File: src/rtl/uart_rx_deframer.sv
// UART receiver: 2-flop synchronised line, start-edge detect, 3-sample mid-bit majority vote,
// 8N1 / 8P1 deframing with registered single-cycle result pulses.
module uart_rx_deframer #(
    parameter int PRESCALE = 8,
    parameter int DATA_W   = 8
) (
    input  logic              clk,
    input  logic              rst_n,
    input  logic              RX_IN,
    input  logic              PAR_EN,
    input  logic              PAR_TYP,
    output logic [DATA_W-1:0] P_DATA,
    output logic              data_valid,
    output logic              par_err,
    output logic              stp_err,
    output logic              busy
);
    localparam int CNT_W = (PRESCALE > 2) ? $clog2(PRESCALE) : 1;
    localparam int BIT_W = (DATA_W > 1) ? $clog2(DATA_W) : 1;

    localparam logic [CNT_W-1:0] SMP0     = CNT_W'(PRESCALE/2 - 1);
    localparam logic [CNT_W-1:0] SMP1     = CNT_W'(PRESCALE/2);
    localparam logic [CNT_W-1:0] VOTE     = CNT_W'(PRESCALE/2 + 1);
    localparam logic [CNT_W-1:0] CNT_LAST = CNT_W'(PRESCALE - 1);
    localparam logic [BIT_W-1:0] BIT_LAST = BIT_W'(DATA_W - 1);

    typedef enum logic [2:0] {IDLE, START, DATA, PARITY, STOP} state_t;

    state_t            state;
    logic              sync1, rx_s, rx_prev;
    logic [CNT_W-1:0]  edge_cnt;
    logic [BIT_W-1:0]  bit_cnt;
    logic              smp0, smp1;
    logic [DATA_W-1:0] data_reg;
    logic              par_en_q, par_typ_q, par_bad;
    logic              start_det, vote_pt, bit_val, par_exp;

    assign start_det = rx_prev & ~rx_s;
    assign vote_pt   = (edge_cnt == VOTE);
    // third sample is the live synchronised line, so the vote lands on the VOTE count itself
    assign bit_val   = (smp0 & smp1) | (smp0 & rx_s) | (smp1 & rx_s);
    assign par_exp   = par_typ_q ? ^data_reg : ~^data_reg;

    always_ff @(posedge clk or negedge rst_n) begin
        if (!rst_n) begin
            sync1   <= 1'b1;
            rx_s    <= 1'b1;
            rx_prev <= 1'b1;
        end else begin
            sync1   <= RX_IN;
            rx_s    <= sync1;
            rx_prev <= rx_s;
        end
    end

    always_ff @(posedge clk or negedge rst_n) begin
        if (!rst_n) begin
            smp0 <= 1'b1;
            smp1 <= 1'b1;
        end else if (state != IDLE) begin
            if (edge_cnt == SMP0) smp0 <= rx_s;
            if (edge_cnt == SMP1) smp1 <= rx_s;
        end
    end

    // State advances on the vote count; edge_cnt free-runs per bit so bit timing is unaffected.
    always_ff @(posedge clk or negedge rst_n) begin
        if (!rst_n) begin
            state      <= IDLE;
            edge_cnt   <= '0;
            bit_cnt    <= '0;
            data_reg   <= '0;
            par_en_q   <= 1'b0;
            par_typ_q  <= 1'b0;
            par_bad    <= 1'b0;
            P_DATA     <= '0;
            data_valid <= 1'b0;
            par_err    <= 1'b0;
            stp_err    <= 1'b0;
            busy       <= 1'b0;
        end else begin
            data_valid <= 1'b0;
            par_err    <= 1'b0;
            stp_err    <= 1'b0;
            if (state != IDLE)
                edge_cnt <= (edge_cnt == CNT_LAST) ? '0 : edge_cnt + 1'b1;

            case (state)
                IDLE: begin
                    edge_cnt <= '0;
                    bit_cnt  <= '0;
                    if (start_det) begin
                        par_en_q  <= PAR_EN;
                        par_typ_q <= PAR_TYP;
                        par_bad   <= 1'b0;
                        busy      <= 1'b1;
                        state     <= START;
                    end
                end
                START: begin
                    if (vote_pt) begin
                        if (bit_val) begin
                            busy  <= 1'b0;
                            state <= IDLE;
                        end else begin
                            state <= DATA;
                        end
                    end
                end
                DATA: begin
                    if (vote_pt) begin
                        data_reg[bit_cnt] <= bit_val;
                        if (bit_cnt == BIT_LAST) begin
                            bit_cnt <= '0;
                            state   <= par_en_q ? PARITY : STOP;
                        end else begin
                            bit_cnt <= bit_cnt + 1'b1;
                        end
                    end
                end
                PARITY: begin
                    if (vote_pt) begin
                        par_bad <= (bit_val != par_exp);
                        state   <= STOP;
                    end
                end
                STOP: begin
                    // leave immediately so a start edge at the nominal stop end is caught
                    if (vote_pt) begin
                        if (bit_val && !par_bad) begin
                            P_DATA     <= data_reg;
                            data_valid <= 1'b1;
                        end
                        par_err <= par_bad;
                        stp_err <= ~bit_val;
                        busy    <= 1'b0;
                        state   <= IDLE;
                    end
                end
                default: begin
                    busy  <= 1'b0;
                    state <= IDLE;
                end
            endcase
        end
    end
endmodule

File: config.mk
export PLATFORM = sky130hd
export DESIGN_NAME = uart_rx_deframer
export DESIGN_NICKNAME = d
export VERILOG_FILES = /design/src/rtl/uart_rx_deframer.sv
export SDC_FILE = /design/constraint.sdc
export NUM_CORES = 1
export LEC_CHECK = 0
export BUFFER_PORTS_ARGS = -buffer_cell sky130_fd_sc_hd__buf_2
export CAP_MARGIN = 25
export CELL_PAD_IN_SITES_DETAIL_PLACEMENT = 1
export CELL_PAD_IN_SITES_GLOBAL_PLACEMENT = 2
export CORE_ASPECT_RATIO = 1.4
export CORE_MARGIN = 1
export CORE_UTILIZATION = 38
export CTS_BUF_LIST = sky130_fd_sc_hd__clkbuf_2 sky130_fd_sc_hd__clkbuf_4 sky130_fd_sc_hd__clkbuf_8
export DETAILED_ROUTE_END_ITERATION = 12
export PLACE_DENSITY = 0.77
export SLEW_MARGIN = 30
export SYNTH_ARGS = -nofsm -noshare
export SYNTH_HDL_FRONTEND = slang
export SYNTH_SLANG_ARGS = --single-unit
File: constraint.sdc
create_clock -name clk -period 1.7 [get_ports clk]
set_input_delay 0.34 -clock clk [delete_from_list [all_inputs] [get_ports clk]]
set_output_delay 0.34 -clock clk [all_outputs]
set_load 0.05 [all_outputs]
# Word-level counts from Yosys, hierarchy flattened
# Cells that the tools add are included.
# classes
n_addsub	2
multipliers	0
div	0
magnitude_cmp	2
n_eq_ne	17
shifts	0
mux	34
bitwise	9
n_reduce_logical	20
# ops
cell	count
$mux 3	12
$eq 3x3->1 const B	5
$mux 1	15
$pmux 3 s5	1
$ne 2x2->1 const B	7
$reduce_and 2->1	5
$eq 3x2->1 const B	3
$bwmux 8	1
$reduce_xnor 8->1	1
$reduce_xor 8->1	1
$add 3x1->3 const B	2
$pmux 3 s2	1
$reduce_and 3->1	2
$reduce_and 6->1	1
$reduce_bool 2->1	3
$reduce_and 5->1	1
$and 1x1->1	4
$lt 3x4->1 const B	1
$pmux 1 s4	1
$demux 1 s3	1
$eq 3x1->1 const B	1
$ge 3x1->1 const B	1
$logic_not 3->1	1
$not 1->1	3
8 further kinds	10
# word_totals
regBits	37
latchBits	0
mem_bits_rw	0
rom_bits	0
output_inout_bits	12
memories	0

# Longest topological paths before layout
# Gate-level depths: netlist of run 1.
# logic_depth
word_depth	7
depth_mapped	6
mapped_depth_nobuf	6

# Worst setup path after synthesis of run 1
# No wires, ideal clock.
# synth_timing
kind	flip-flop to flip-flop
start	register edge_cnt[1]
end	register data_reg[3]
setup_time_ns	0.125
t_arrival_ns	1.483
setup_slack_ns	0.092
path_stages_with_launch	7
n_path_buf	0
synth_period_minus_slack_ns	1.608
path_cell_list	dfrtp_1 > inv_1 > ha_1 > and4b_1 > nand3b_1 > nor3b_2 > mux2_2
# synth_via
elab_chain_cells	2
# synth_rtl
item	line	rtl
start: declaration	31	logic [CNT_W-1:0] edge_cnt;
start signal: assignment	86	edge_cnt <= (edge_cnt == CNT_LAST) ? '0 : edge_cnt + 1'b1;
$eq 3x3->1	39	assign vote_pt = (edge_cnt == VOTE);
$reduce_and 2->1 (no line)	-	
end signal: indexed assignment	112	data_reg[bit_cnt] <= bit_val;
end: declaration	34	logic [DATA_W-1:0] data_reg;
# Every way passes these cells.
# A chain may end at the register's enable or synchronous reset.

# Final worst setup path of run 1
# layout_timing
start	register edge_cnt[1]
end	register data_reg[5]
# Same word-level chain as after synthesis.

==> reports/results.txt, run 1 <==
run status: finished, violations left
failing checks: hold timing
Max Freq: 593 MHz
net switching power: 927 µW
VDD IR-drop max: 0.822 mV
share of power burned in registers: 40.9%
Port Buffers: 16
WL/cell: 16.0 µm
final setup vio count: 0
fin cells: 237
GRT Overall Usage: 17.5%
RSZ-0062 raised after global routing: yes
Nets: 186
vias per cell: 5.06
Yosys warning count: 0
Slew @ Worst Pin: 466 ps
DP HPWL: 2980 µm
Cell variety after synth: 37
dpl cells: 228
Setup crit end kind: flip-flop
R2R depth: 6
DRC viols: 0
post-synth top area cell: dfrtp_1
Crit Reg-Reg Startpoint: edge_cnt[1]
crit path kind: flip-flop to flip-flop
Tcrit/Tclk final: 99.3%
post-synthesis area per instance: 12.6 µm²
share of layout cells above drive strength 1: 41.1%
Switching Share: 32.0%
final count of hold timing violations: 4
worst r2r dst: data_reg[5]
slowest CP cell: dfrtp_1
die area: 0.00509 mm²
first-pass GRT wire length: 6500 µm
CTS tree: done
gpl congestion: 0.696
core outline area: 0.00457 mm²
Reg2Reg Setup Slack: 10 ps
IO Count: 17
Worst EP arrival: 1860 ps
Routed Wire Length: 3800 µm
register area share after synthesis: 51.0%
Worst-path clk slew: 70 ps
Post-DRT Antenna Nets: 0
Final Hold Slack: -1.19 ps
Num CTS Buffers: 5
FP Rows: 29
Syn Nets: 157
Post-CTS Hold Buffers: 0
Placement Setup Slack: -53.6 ps
GRT Residual Overflow: 0
largest net degree at the start of global routing: 20
post-synthesis register bit count: 37
clk_skew: 7.10 ps
clock insertion delay at the later pin of the skew report: 280 ps
number of global-route vias before repair: 1362
crit-path max cell delay: 390 ps
Starting Density: 40.0%
Clock power frac: 27.3%
Tmin final: 1690 ps
Logic pwr share: 31.8%
Pre-antenna DRT Iters: 4
post-synth top area share: 43.8%
ANT cells: 0
H-tree levels: 2
PwrDens: 1310 mW/mm²
min-delay worst type: primary input to asynchronous set/reset pin
CP Launch Point: edge_cnt[1]
fin worst setup slack: 12.6 ps
Overall Power: 2900 µW
crit path cell chain: inv_2 > ha_4 > and4b_1 > nand3b_1 > nor3b_2 > mux2_4
CTS Sinks: 37
clock buffer depth: 2
CP bufs+invs: 1
initial antenna violation count: 0
Max Slew Vio Count: 0
Worst path top cell family by delay: simple AND/OR/NAND/NOR gates
crit-path max FO: 4
Die Y: 84.0 µm
setup_tns: 0 ps
clk root buf: clkbuf_8
Pint: 1970 µW
maxcap violations: 0
width of the die: 60.6 µm
drt initial violations: 15
Req. time, crit path: 1870 ps
Cell Area, Synth: 0.00183 mm²
Synth area leaders: dfrtp_1 44%, dfstp_2 7.2%, mux2_4 6.6%
Post-Synthesis Cells: 145
Area Overhead vs Synth: 20.7%
Max-slew headroom: 68.9%
Leak: 0.00106 µW
via count: 1200
CP startpoint kind: flip-flop
==> per-layer routing <==
| layer | track usage (%) | routed length, µm | vias to the layer above |
|---|---|---|---|
| met4 | 7.02 | 81 | 0 |
| met3 | 3.72 | 94 | 8 |
| met2 | 32.7 | 2250 | 17 |
| li1 | - | - | 565 |
| met1 | 17.9 | 1380 | 610 |
| met5 | 0 | 0 | - |
==> worst max-delay path by stage <==
stage,slack [ps],end,cells past startpoint
2_1_floorplan,90,data_reg[3],6
3_3_place_gp,40,data_reg[3],6
3_5_place_dp,-50,data_reg[3],6
4_1_cts,0.2,data_reg[3],6
5_1_grt,-80,data_reg[5],6
6_report,10,data_reg[5],6
==> power by group through the flow <==
| stage | registers (µW) | clock network, µW | logic, µW |
|---|---|---|---|
| after detailed placement | 1200 | 0 | 896 |
| after global routing | 1210 | 863 | 1050 |
| after global placement | 1180 | 0 | 837 |
| after floorplan | 1180 | 0 | 591 |
| final | 1180 | 792 | 922 |
| after CTS | 1190 | 820 | 921 |
==> Yosys cell counts <==
master / count
dfrtp_1: 32
mux2_2: 9
mux2_4: 8
nand2_1: 8
ha_1: 7
inv_1: 7
nor2_1: 7
xnor2_1: 7
a22o_1: 5
dfstp_2: 5
o21ai_0: 5
mux2_1: 4
nand3_1: 4
nand3b_1: 4
nor3_1: 4
a21oi_1: 3
buf_2: 3
nor3_2: 2
nor3b_1: 2
nor3b_2: 2
a211o_1: 1
a211oi_1: 1
and2_2: 1
and4b_1: 1
buf_6: 1
clkbuf_1: 1
clkbuf_2: 1
maj3_2: 1
nand2b_1: 1
nand3_2: 1
nand3b_4: 1
nand4b_1: 1
o211ai_1: 1
o21ai_1: 1
o41ai_2: 1
or2_1: 1
xnor3_1: 1
==> through the flow <==
step | area, µm² | hold slack [ps] | utilization, %
6_report | 2200 | -1.19 | 48.2
5_1_grt | 2200 | 18.7 | 48.2
4_1_cts | 2180 | 3.58 | 47.7
3_5_place_dp | 2040 | 318 | 44.7
3_3_place_gp | 2040 | 305 | 44.7
2_1_floorplan | 1830 | 44.4 | -
==> worst register-to-register path, stage by stage (launching register included) <==
cell and delay (ps):
dfrtp_1 390, inv_2 80, ha_4 140, and4b_1 210, nand3b_1 180, nor3b_2 260
mux2_4 310
==> logic make-up after synthesis <==
| family | share of synthesized area [%] |
|---|---|
| AND/OR/NAND/NOR | 14.0 |
| flip-flops | 51.0 |
| multiplexers | 14.6 |
| AO/OA/AOI/OAI | 7.05 |
| buffers and inverters | 3.36 |
| XOR/XNOR | 4.59 |
| adder cells (fa/ha/maj) | 5.41 |
==> placed cells by master, fill, tap and decap left out, drive strengths merged, types with 3 or more instances in the layout <==
master / count
ha: 7
a22o: 5
dfrtp: 32
clkbuf: 7
nand3b: 5
nand3: 5
mux2: 21
a21oi: 3
dfstp: 5
nand2: 8
nor3: 6
o21ai: 6
buf: 28
nor2: 7
inv: 7
xnor2: 7
nor3b: 4
==> area by class of cell <==
cell class / count / area [µm²]
multi-input combinational: 95 / 866
clock buffer: 7 / 90.1
fill: 508 / 2370
sequential: 37 / 932
clock inverter: 1 / 30.0
inverter: 7 / 26.3
tap: 62 / 77.6
timing repair buffer: 28 / 183
==> timing repair <==
item,4_1_cts,5_1_grt
setup endpoints to repair,15,16
pin swaps,1,2
buffers inserted,0,1
gates resized for setup,4,4
(Power assumes the default switching activity.)
==> inputs of run 2 (changes only) <==
--- a/config.mk
+++ b/config.mk
@@ -10,5 +10,4 @@
 export CELL_PAD_IN_SITES_DETAIL_PLACEMENT = 1
 export CELL_PAD_IN_SITES_GLOBAL_PLACEMENT = 2
-export CORE_ASPECT_RATIO = 1.4
 export CORE_MARGIN = 1
 export CORE_UTILIZATION = 38
==> constraint.sdc (replaced) <==
create_clock -name clk -period 1.7 [get_ports clk]
set_input_delay 0.255 -clock clk [delete_from_list [all_inputs] [get_ports clk]]
set_output_delay 0.255 -clock clk [all_outputs]
set_load 0.05 [all_outputs]
==> reports/results.txt, run 2 (synthesis results as in run 1) <==
final count of hold timing violations: 0
Crit Reg-Reg Startpoint: edge_cnt[1]
Routed Wire Length: 3930 µm
clk_skew: 8.89 ps
CTS tree: done
core outline area: 0.00447 mm²
Storage cell area: 932 µm²
Starting Density: 40.8%
PwrDens: 1280 mW/mm²
RSZ-0062 raised after global routing: yes
die area: 0.00509 mm²
crit-path max cell delay: 400 ps
H-tree levels: 2
Req. time, crit path: 1870 ps
width of the die: 71.3 µm
GRT Residual Overflow: 0
Worst-path clk slew: 80 ps
Port Buffers: 16
largest net degree at the start of global routing: 21
GRT Overall Usage: 17.0%
Worst path top cell family by delay: simple AND/OR/NAND/NOR gates
gpl congestion: 0.689
CP startpoint kind: flip-flop
number of global-route vias before repair: 1329
failing checks: DRC
Setup crit end kind: flip-flop
HP Start: RX_IN
crit path cell chain: inv_2 > ha_4 > and4b_1 > nand3b_1 > nor3b_2 > mux2_4
fin util: 49.7%
grt met2 use: 31.3%
most frequent cells in the layout: 32 x dfrtp_1, 16 x buf_2, 13 x buf_4
Max-slew headroom: 71.2%
ANT cells: 0
R2R depth: 6
DP HPWL: 2700 µm
share of layout cells above drive strength 1: 41.9%
CTS Sinks: 37
Tmin final: 1700 ps
Leak: 0.00109 µW
crit-path max FO: 4
worst r2r dst: data_reg[5]
Die Y: 71.3 µm
initial antenna violation count: 0
Post-DRT Antenna Nets: 0
VDD IR-drop max: 0.680 mV
Tcrit/Tclk final: 100%
grt met3 use: 3.80%
Slew @ Worst Pin: 432 ps
Worst EP arrival: 1870 ps
Endpoint, Worst Hold: sync1
FP Rows: 24
WL/cell: 17.0 µm
min-delay worst type: primary input to flip-flop
Max Freq: 588 MHz
Reg2Reg Setup Slack: 0.4 ps
Max Slew Vio Count: 0
run status: finished, violations left
vias per cell: 5.34
DRC viols: 5
crit path kind: flip-flop to flip-flop
commonest non-fill, non-tap cell in the layout: dfrtp_1
FILL cells: 480
Nets: 190
Pre-antenna DRT Iters: 7
drt initial violations: 47
final setup vio count: 0
Num CTS Buffers: 5
worst hold stages: 1
via count: 1234
clock buffer depth: 2
clk root buf: clkbuf_8
IO Count: 17
clock insertion delay at the later pin of the skew report: 290 ps
slowest CP cell: dfrtp_1
maxcap violations: 0
gr busiest metal: met2
Area Overhead vs Synth: 21.8%
CP bufs+invs: 1
global routing usage on met1: 18.9%
Overall Power: 2840 µW
WP depth: 6
first-pass GRT wire length: 6600 µm
Multi-input gate area: 892 µm²
[run 2: worst max-delay path by stage]
stage	endpoint	startpoint
CTS	data_reg[3]	edge_cnt[1]
global placement	data_reg[3]	edge_cnt[1]
detailed placement	data_reg[3]	edge_cnt[1]
finish	data_reg[5]	edge_cnt[1]
global route	data_reg[5]	edge_cnt[1]
floorplan	data_reg[3]	edge_cnt[1]
[run 2: power breakdown]
| part | leakage [µW] | total [µW] | internal (µW) | switching (µW) |
|---|---|---|---|---|
| registers | 0.000480 | 1190 | 1040 | 143 |
| logic | 0.000552 | 972 | 448 | 524 |
| clock network | 0.0000542 | 678 | 367 | 312 |
[run 2: cell type report]
cell class	count	share of cell area, %
inverter	7	1.18
clock buffer	7	4.33
multi-input combinational	96	40.1
tap	52	2.92
clock inverter	1	0.225
sequential	37	41.9
timing repair buffer	31	9.34
[run 2: per-stage QoR]
step                      area, µm²  setup WS (ps)  TNS (ps)  std cells  hold slack (ps)
after global routing           2220           -132      -694        231             48.6
after CTS                      2160           15.4         0        229             54.0
after detailed placement       2030          -38.4     -38.4        218              218
final                          2220          0.389         0        231             63.9
after floorplan                1830           92.0         0        145            -40.6
after global placement         2030           27.2         0        218              210
[run 2: timing repair]
action,4_1_cts,5_1_grt
cloned,0,1
buffers inserted,2,1
gates resized for setup,3,7
hold buffers,1,0
pin swaps,1,2
endpoints found under the hold margin,17,0
setup endpoints to repair,4,17
[run 2: layer usage]
metal / part of all wire [%] / wire length [µm]
met4: 1.9 / 74
met2: 55 / 2150
met1: 41 / 1620
met3: 2.2 / 86
met5: 0 / 0
==> inputs of run 3 (changes only) <==
- CELL_PAD_IN_SITES_DETAIL_PLACEMENT: 1 -> unset
- CELL_PAD_IN_SITES_GLOBAL_PLACEMENT: 2 -> unset
- CORE_UTILIZATION: 38 -> 55
- GPL_TIMING_DRIVEN: unset -> 1
==> reports/results.txt, run 3 (synthesis results as in run 1) <==
Routed Wire Length: 3220 µm
Starting Density: 58.9%
VDD IR-drop max: 0.780 mV
dpl cells: 210
CP startpoint kind: flip-flop
vias per cell: 5.37
min-delay worst type: primary input to flip-flop
Max Slew Vio Count: 0
core outline area: 0.00310 mm²
Leak: 0.00105 µW
Req. time, crit path: 1930 ps
share of layout cells above drive strength 1: 39.7%
IO Count: 17
WL/cell: 14.5 µm
Max-slew headroom: 70.2%
DP HPWL: 2380 µm
most frequent cells in the layout: 32 x dfrtp_1, 16 x buf_2, 13 x buf_4
final count of hold timing violations: 0
Max Freq: 600 MHz
ANT cells: 0
H-tree levels: 2
first-pass GRT wire length: 5400 µm
drt initial violations: 59
dpl cell area: 0.00202 mm²
CTS tree: done
R2R depth: 6
number of global-route vias before repair: 1206
GRT Overall Usage: 21.0%
Die Y: 59.6 µm
GRT Residual Overflow: 0
RSZ-0062 raised after global routing: yes
run status: finished clean
setup_tns: 0 ps
PwrDens: 1210 mW/mm²
crit path kind: flip-flop to flip-flop
Tcrit/Tclk final: 98.0%
Pre-antenna DRT Iters: 4
gpl congestion: 0.725
clock buffer depth: 2
clock insertion delay at the later pin of the skew report: 340 ps
Tmin final: 1670 ps
die area: 0.00356 mm²
fin util: 69.3%
initial antenna violation count: 0
maxcap violations: 0
commonest non-fill, non-tap cell in the layout: dfrtp_1
via count: 1197
FP Rows: 20
Setup crit end kind: flip-flop
Port Buffers: 16
CTS Sinks: 37
Worst EP arrival: 1900 ps
clk root buf: clkbuf_4
worst hold stages: 2
final instance area: 0.00215 mm²
final setup vio count: 0
Post-DRT Antenna Nets: 0
Final Hold Slack: 138 ps
Num CTS Buffers: 5
width of the die: 59.6 µm
Nets: 190
clk_skew: 10.0 ps
Worst-path clk slew: 110 ps
fin cells: 223
Slew @ Worst Pin: 448 ps
largest net degree at the start of global routing: 20
DRC viols: 0
crit-path max FO: 4
Area Overhead vs Synth: 17.7%
FILL cells: 254
run 3: cell count changes in the layout (fill, tap and decap cells not counted), moves of 2 or more:
cell / previous run / this run
clkbuf_8: 7 / 1
clkbuf_4: 0 / 7
nor3_2: 4 / 2
nor3_1: 2 / 4
run 3: worst paths after layout:
path | slack, ps | to | startpoint
max reg2reg | 30 | data_reg[6] | edge_cnt[1]
min in group asynchronous | 380 | state[0] | rst_n
max | 30 | data_reg[6] | edge_cnt[1]
max in group asynchronous | 880 | data_reg[0] | rst_n
min | 140 | par_en_q | PAR_EN
min reg2reg | 370 | rx_s | sync1
run 3: power by group:
part / switching, µW / internal, µW
sequential: 145 / 1040
clock: 278 / 236
combinational: 463 / 443
total: 885 / 1720
run 3: what timing repair did:
item | 4_1_cts | 5_1_grt
resized for setup | 3 | 2
setup buffers | 1 | 2
endpoints found under the hold margin | 14 | 0
endpoints found under the setup margin | 3 | 11
hold buffers | 2 | 0
pin swaps | 2 | 1
run 3: through the flow:
stage	total power, µW	worst slack, ps
finish	2610	34.1
global route	2780	-70.4
CTS	2570	2.70
detailed placement	2030	-24.2
global placement	1980	44.4
floorplan	1770	92.0
run 3: critical path: stages (launching register included):
cell	delay, ps
dfrtp_1	410
inv_2	80
ha_4	140
nand4b_1	140
nor3_2	320
nand3_1	160
mux2_1	320
run 3: layout make-up:
type                            count  area, µm²  area share [%]
Multi-Input combinational cell     95        853            39.7
Tap cell                           44       55.1            2.56
Timing Repair Buffer               32        218            10.1
Clock buffer                        8       66.3            3.08
Inverter                            7       26.3            1.22
Sequential cell                    37        932            43.3
run 3: metal layers:
metal | vias up | wire [µm] | GRT usage, % | part of all wire (%)
met3 | 7 | 133 | 5.24 | 4.1
met1 | 583 | 1370 | 25.2 | 42
met4 | 0 | 48 | 6.98 | 1.5
met5 | - | 0 | 0 | 0
met2 | 30 | 1680 | 36.6 | 52
li1 | 577 | - | - | -
